### src/rtl/any1_rob_ctrl_if.sv
// Handshake bundle between decode/execute/commit and the ANY-1 reorder-buffer controller.
interface any1_rob_ctrl_if #(
  parameter int unsigned RIDW = 6
) ();
  logic            alloc_req_i;
  logic            alloc_ok_o;
  logic [RIDW-1:0] alloc_rid_o;
  logic            done_v_i;
  logic [RIDW-1:0] done_rid_i;
  logic            done_exc_i;
  logic            flush_i;
  logic [RIDW-1:0] flush_rid_i;
  logic            cmt_stall_i;
  logic            cmt_o;
  logic [RIDW-1:0] cmt_rid_o;
  logic            cmt_exc_o;
  logic [RIDW-1:0] count_o;
  logic            full_o;
  logic            empty_o;

  modport master (
    output alloc_req_i, done_v_i, done_rid_i, done_exc_i, flush_i, flush_rid_i, cmt_stall_i,
    input  alloc_ok_o, alloc_rid_o, cmt_o, cmt_rid_o, cmt_exc_o, count_o, full_o, empty_o
  );

  modport slave (
    input  alloc_req_i, done_v_i, done_rid_i, done_exc_i, flush_i, flush_rid_i, cmt_stall_i,
    output alloc_ok_o, alloc_rid_o, cmt_o, cmt_rid_o, cmt_exc_o, count_o, full_o, empty_o
  );
endinterface

### src/rtl/any1_rob_ctrl.sv
// ANY-1 reorder-buffer sequencing: hands out rids, tracks done/exception bits,
// retires in order one per cycle and discards younger entries on flush or exception.
module any1_rob_ctrl #(
  parameter int unsigned ROB_ENTRIES = 32,
  parameter int unsigned RIDW        = 6
) (
  input  logic           clk_i,
  input  logic           rst_i,
  any1_rob_ctrl_if.slave rob
);
  localparam int unsigned IDXW = $clog2(ROB_ENTRIES);

  logic [RIDW-1:0]        head_q, head_d, tail_q, tail_d;
  logic [ROB_ENTRIES-1:0] v_q, v_d, done_q, done_d, exc_q, exc_d;
  logic                   cmt_q, cmt_d, cmt_exc_q, cmt_exc_d;
  logic [RIDW-1:0]        cmt_rid_q, cmt_rid_d;

  logic [RIDW-1:0] count, done_off, flush_off;
  logic [IDXW-1:0] hidx, tidx, didx, ent_off;
  logic            full, can_cmt, exc_cmt, alloc_ok, done_in, flush_in, done_keep;

  // Occupancy and window tests are all offsets from head in rid space.
  assign count     = tail_q - head_q;
  assign full      = (count == RIDW'(ROB_ENTRIES));
  assign hidx      = head_q[IDXW-1:0];
  assign tidx      = tail_q[IDXW-1:0];
  assign didx      = rob.done_rid_i[IDXW-1:0];
  assign done_off  = rob.done_rid_i - head_q;
  assign flush_off = rob.flush_rid_i - head_q;
  assign done_in   = rob.done_v_i & (done_off < count);
  assign flush_in  = rob.flush_i & (flush_off < count);
  assign done_keep = done_in & ~(flush_in & (done_off > flush_off));

  assign can_cmt  = v_q[hidx] & done_q[hidx] & ~rob.cmt_stall_i;
  assign exc_cmt  = can_cmt & exc_q[hidx];
  assign alloc_ok = rob.alloc_req_i & ~full & ~rob.flush_i & ~exc_cmt & ~rst_i;

  always_comb begin
    head_d    = head_q;
    tail_d    = tail_q;
    v_d       = v_q;
    done_d    = done_q;
    exc_d     = exc_q;
    cmt_d     = 1'b0;
    cmt_rid_d = cmt_rid_q;
    cmt_exc_d = cmt_exc_q;
    ent_off   = '0;

    if (can_cmt) begin
      cmt_d     = 1'b1;
      cmt_rid_d = head_q;
      cmt_exc_d = exc_q[hidx];
      head_d    = head_q + RIDW'(1);
    end

    if (exc_cmt) begin
      // Faulting retirement empties the window; everything younger is squashed.
      v_d    = '0;
      tail_d = head_q + RIDW'(1);
    end else begin
      if (can_cmt) v_d[hidx] = 1'b0;
      if (flush_in) begin
        for (int i = 0; i < int'(ROB_ENTRIES); i++) begin
          ent_off = IDXW'(i) - hidx;
          if ((RIDW'(ent_off) > flush_off) && (RIDW'(ent_off) < count)) v_d[i] = 1'b0;
        end
        tail_d = rob.flush_rid_i + RIDW'(1);
      end else if (alloc_ok) begin
        v_d[tidx]    = 1'b1;
        done_d[tidx] = 1'b0;
        exc_d[tidx]  = 1'b0;
        tail_d       = tail_q + RIDW'(1);
      end
      if (done_keep) begin
        done_d[didx] = 1'b1;
        exc_d[didx]  = rob.done_exc_i;
      end
    end
  end

  always_ff @(posedge clk_i or posedge rst_i) begin
    if (rst_i) begin
      head_q    <= '0;
      tail_q    <= '0;
      v_q       <= '0;
      done_q    <= '0;
      exc_q     <= '0;
      cmt_q     <= 1'b0;
      cmt_rid_q <= '0;
      cmt_exc_q <= 1'b0;
    end else begin
      head_q    <= head_d;
      tail_q    <= tail_d;
      v_q       <= v_d;
      done_q    <= done_d;
      exc_q     <= exc_d;
      cmt_q     <= cmt_d;
      cmt_rid_q <= cmt_rid_d;
      cmt_exc_q <= cmt_exc_d;
    end
  end

  assign rob.alloc_ok_o  = alloc_ok;
  assign rob.alloc_rid_o = tail_q;
  assign rob.cmt_o       = cmt_q;
  assign rob.cmt_rid_o   = cmt_rid_q;
  assign rob.cmt_exc_o   = cmt_exc_q;
  assign rob.count_o     = count;
  assign rob.full_o      = full;
  assign rob.empty_o     = (head_q == tail_q);
endmodule

### src/flat_wrapper.sv
// flat-port wrapper written by rule: the top's interface ports become plain ports
module any1_rob_ctrl_flat 
#(
  parameter int unsigned ROB_ENTRIES = 32,
  parameter int unsigned RIDW        = 6
)
  (clk_i, rst_i, rob_alloc_req_i, rob_done_v_i, rob_done_rid_i, rob_done_exc_i, rob_flush_i, rob_flush_rid_i, rob_cmt_stall_i, rob_alloc_ok_o, rob_alloc_rid_o, rob_cmt_o, rob_cmt_rid_o, rob_cmt_exc_o, rob_count_o, rob_full_o, rob_empty_o);
  any1_rob_ctrl_if #(.RIDW(RIDW)) rob_i ();
  input  logic clk_i;
  input  logic rst_i;
  input wire logic [$bits(rob_i.alloc_req_i)-1:0] rob_alloc_req_i;
  input wire logic [$bits(rob_i.done_v_i)-1:0] rob_done_v_i;
  input wire logic [$bits(rob_i.done_rid_i)-1:0] rob_done_rid_i;
  input wire logic [$bits(rob_i.done_exc_i)-1:0] rob_done_exc_i;
  input wire logic [$bits(rob_i.flush_i)-1:0] rob_flush_i;
  input wire logic [$bits(rob_i.flush_rid_i)-1:0] rob_flush_rid_i;
  input wire logic [$bits(rob_i.cmt_stall_i)-1:0] rob_cmt_stall_i;
  output wire logic [$bits(rob_i.alloc_ok_o)-1:0] rob_alloc_ok_o;
  output wire logic [$bits(rob_i.alloc_rid_o)-1:0] rob_alloc_rid_o;
  output wire logic [$bits(rob_i.cmt_o)-1:0] rob_cmt_o;
  output wire logic [$bits(rob_i.cmt_rid_o)-1:0] rob_cmt_rid_o;
  output wire logic [$bits(rob_i.cmt_exc_o)-1:0] rob_cmt_exc_o;
  output wire logic [$bits(rob_i.count_o)-1:0] rob_count_o;
  output wire logic [$bits(rob_i.full_o)-1:0] rob_full_o;
  output wire logic [$bits(rob_i.empty_o)-1:0] rob_empty_o;
  assign rob_i.alloc_req_i = rob_alloc_req_i;
  assign rob_i.done_v_i = rob_done_v_i;
  assign rob_i.done_rid_i = rob_done_rid_i;
  assign rob_i.done_exc_i = rob_done_exc_i;
  assign rob_i.flush_i = rob_flush_i;
  assign rob_i.flush_rid_i = rob_flush_rid_i;
  assign rob_i.cmt_stall_i = rob_cmt_stall_i;
  assign rob_alloc_ok_o = rob_i.alloc_ok_o;
  assign rob_alloc_rid_o = rob_i.alloc_rid_o;
  assign rob_cmt_o = rob_i.cmt_o;
  assign rob_cmt_rid_o = rob_i.cmt_rid_o;
  assign rob_cmt_exc_o = rob_i.cmt_exc_o;
  assign rob_count_o = rob_i.count_o;
  assign rob_full_o = rob_i.full_o;
  assign rob_empty_o = rob_i.empty_o;
  any1_rob_ctrl #(.ROB_ENTRIES(ROB_ENTRIES), .RIDW(RIDW)) u_core (.clk_i(clk_i), .rst_i(rst_i), .rob(rob_i));
endmodule
### config.mk
export PLATFORM = sky130hd
export DESIGN_NAME = any1_rob_ctrl_flat
export DESIGN_NICKNAME = d
export VERILOG_FILES = /design/src/rtl/any1_rob_ctrl_if.sv /design/src/rtl/any1_rob_ctrl.sv /design/src/flat_wrapper.sv
export SDC_FILE = /design/constraint.sdc
export NUM_CORES = 1
export LEC_CHECK = 0
export CAP_MARGIN = 20
export CORE_ASPECT_RATIO = 0.6
export CORE_MARGIN = 10
export CORE_UTILIZATION = 65
export DETAILED_ROUTE_END_ITERATION = 7
export MAX_ROUTING_LAYER = met4
export PLACE_DENSITY = 0.84
export SLEW_MARGIN = 20
export SYNTH_ARGS = -nofsm -noshare
export SYNTH_HDL_FRONTEND = slang
export SYNTH_SLANG_ARGS = --single-unit
export TNS_END_PERCENT = 5
### constraint.sdc
create_clock -name clk_i -period 12.4 [get_ports clk_i]
set_input_delay 2.48 -clock clk_i [delete_from_list [all_inputs] [get_ports clk_i]]
set_output_delay 2.48 -clock clk_i [all_outputs]
set_load 0.02 [all_outputs]
==> out/metrics.cfg <==
[power_and_ir_drop]
power.switching_mw = 1.89
clkPwrFrac = 0.142
p_per_area_mw_per_mm2 = 304
p_int_mw = 1.73
combinationalPowerShare = 0.673
sequentialPowerShare = 0.185
irDropWorstVdd_mv = 0.237
fin_total_pwr_mw = 3.62
leakage_nw = 5.41
sw_frac_of_total = 0.521

[detailed_routing]
routed_via_density = 7.41
wl_mm = 40.0
drcViolationCount = 0
vias = 10800
ant_nets = 0
first_pass_iters = 6
wl_per_cell_um = 27.4
drtIter0Drc = 1816

[clocking]
hold_buffers = 0
clkTransAtPathRegs_ps = 60
cts_setup_buffers = 0
root_buffer = clkbuf_16
htreeDepth = 4
cts_tree = built
cts_made_buffers = 17
clock_path_buffers = 2
cts_sinks = 116
clock_latency_ps = 440
post_cts_resized = 0

[hold_path]
hp-class = register to register
min_path_cells = 2
min-delay-start = u_core.rob.cmt_rid_o[2]
hold-path-endpoint = u_core.rob.cmt_rid_o[2]

[outcome]
status = complete, no violations

[logic_synthesis]
synth-adder-area-share = 0.192
synth_edf_count = 0
synthesis.nets = 1377
syn_area_mm2 = 0.0107
ys_async_sr_fraction = 1.00
ys_seq_area_frac = 0.271
avgSynthCellArea_um2 = 8.81
ys_types = 80
synth-main-ff-cell = dfrtp_1
syn_inst = 1218
yosys.area_share.simple = 0.159
synth_seq_cells = 116
synth_top_family_by_area = compound AO/OA/AOI/OAI gates
synth.area.mux_share = 0.0414
synth_compound_area_frac = 0.245
yosysWarnings = 0
synth_xor_area_frac = 0.0399

[critical_path]
crit_type = input pin to output port
crit_path_end_kind = output port
r2r_setup_slack_ps = 6540
path_max_fanout = 63
critical_path_arrival_ps = 5910
r2r-start = u_core.head_q[1]
worstPathRequired_ps = 9920
reg2reg_to = u_core.rob.alloc_rid_o[4]
start_kind = input pin
r2r_cells = 21

[sta]
fin_tns_setup_ps = 0
post-route-period-util = 0.677
setup_ws_ps = 4010
finalHoldViolCount = 0
fin_crit_ps = 8390
setup_viol = 0
slew_violations = 0
tightest_slew_ps = 1100
clock_skew_ps = 10.6
holdWs_ps = 478
fmax_ghz = 0.119
rsz0062_at_grt = no
relSlewSlack = 0.258

[floorplan]
die_area_mm2 = 0.0222
ioPinCount = 42
coreArea_mm2 = 0.0162
num_rows = 36
die_x_um = 186
dieHeight_um = 120
start_util = 0.662

[job]
drv_cap = 0

[global_routing]
grt_max_degree = 64
grt_pass1_wl_mm = 61.2
grt.total_usage = 0.368
grt_pass1_vias = 10300
grt_antenna_before_repair = 1
grt_overflow = 0

[finish]
final_common_cell = ha_1
nFillCells = 1221
final_cell_mix = 135 x ha_1, 116 x dfrtp_1, 104 x a21oi_1
drive_gt1_frac = 0.0849
seq_area_mm2 = 0.00290
finalNetCount = 1395
area_growth_pct = 11.1
multi_input_area_mm2 = 0.00730

[place]
place_congestion = 1.05
place_worst_setup_slack_ps = 4100
portBuffers = 41
hpwl_mm = 29.2

-- how the worst max path moves through the flow --
stage / startpoint / to / slack [ps]
floorplan: rst_i / rob_alloc_ok_o / 3860
global placement: rst_i / rob_alloc_ok_o / 4210
detailed placement: rst_i / rob_alloc_ok_o / 4100
CTS: rst_i / rob_alloc_ok_o / 4070
global route: rst_i / rob_alloc_ok_o / 3810
finish: rst_i / rob_alloc_ok_o / 4010
-- synth_stat cells (10+ instances only) --
cell type / number / area (um^2)
and2_1: 11 / 68.8
nand2b_1: 21 / 131
nor3_1: 24 / 120
a22o_1: 13 / 114
nand2_1: 88 / 330
clkbuf_1: 33 / 124
o31ai_1: 10 / 75.1
dfrtp_1: 116 / 2900
inv_1: 69 / 259
maj3_1: 25 / 250
nand3_1: 56 / 280
o311ai_0: 15 / 131
and3_1: 15 / 93.8
nand4_1: 21 / 131
buf_2: 20 / 100
a21oi_1: 105 / 526
xor2_1: 15 / 131
ha_1: 135 / 1690
nor2b_1: 14 / 87.6
xnor2_1: 32 / 280
a21o_1: 41 / 308
o21ai_0: 58 / 290
nor2_1: 43 / 161
a31oi_1: 24 / 150
o211ai_1: 22 / 165
mux2i_1: 14 / 140
-- layer usage --
metal,global-route usage,wire [um],up-vias
met2,0.464,15300,887
met5,-,0,-
met1,0.514,16600,5181
li1,-,-,4610
met4,0.122,1360,0
met3,0.152,6830,126
-- cell families after synthesis --
logic type	Yosys count
buffers and inverters	136
adders and majority gates	167
muxes	32
AOI/OAI and AO/OA	386
DFF	116
xor gates and xnor gates	48
and+or+nand+nor	333
-- metrics by stage --
| stage | area, um^2 | cells | util |
|---|---|---|---|
| floorplan | 10700 | 1218 | - |
| global placement | 11300 | 1426 | 0.697 |
| detailed placement | 11300 | 1426 | 0.697 |
| CTS | 11900 | 1458 | 0.734 |
| global route | 11900 | 1459 | 0.735 |
| finish | 11900 | 1459 | 0.735 |
-- power groups by stage --
stage	registers [mW]	clock network [mW]	logic, mW
after floorplan	0.626	0	1.68
after global placement	0.660	0	2.25
after detailed placement	0.660	0	2.32
after CTS	0.658	0.511	2.34
after global routing	0.680	0.529	2.62
final	0.671	0.514	2.43
-- registers in the layout, indices dropped and copies added, names as in the netlist --
| register | flops |
|---|---|
| u_core.v_q | 32 |
| u_core.rob.cmt_exc_o | 1 |
| u_core.done_q | 32 |
| u_core.head_q | 6 |
| u_core.rob.cmt_o | 1 |
| u_core.rob.alloc_rid_o | 6 |
| u_core.rob.cmt_rid_o | 6 |
| u_core.exc_q | 32 |
-- cell type report --
cell class | count | share of cell area
Clock buffer | 18 | 0.0369
Antenna cell | 1 | 0.000210
Tap cell | 209 | 0.0219
Multi-Input combinational cell | 966 | 0.613
Inverter | 73 | 0.0232
Sequential cell | 116 | 0.244
Clock inverter | 14 | 0.0138
Timing Repair Buffer | 62 | 0.0477
-- worst max-delay path, cell delays in order --
cell	delay, ps
clkdlybuf4s50_1	520
inv_4	650
nand2b_1	160
a21oi_1	750
nand3_1	550
inv_1	160
clkdlybuf4s50_1	620
No activity file was read; power rests on OpenSTA's default activity.
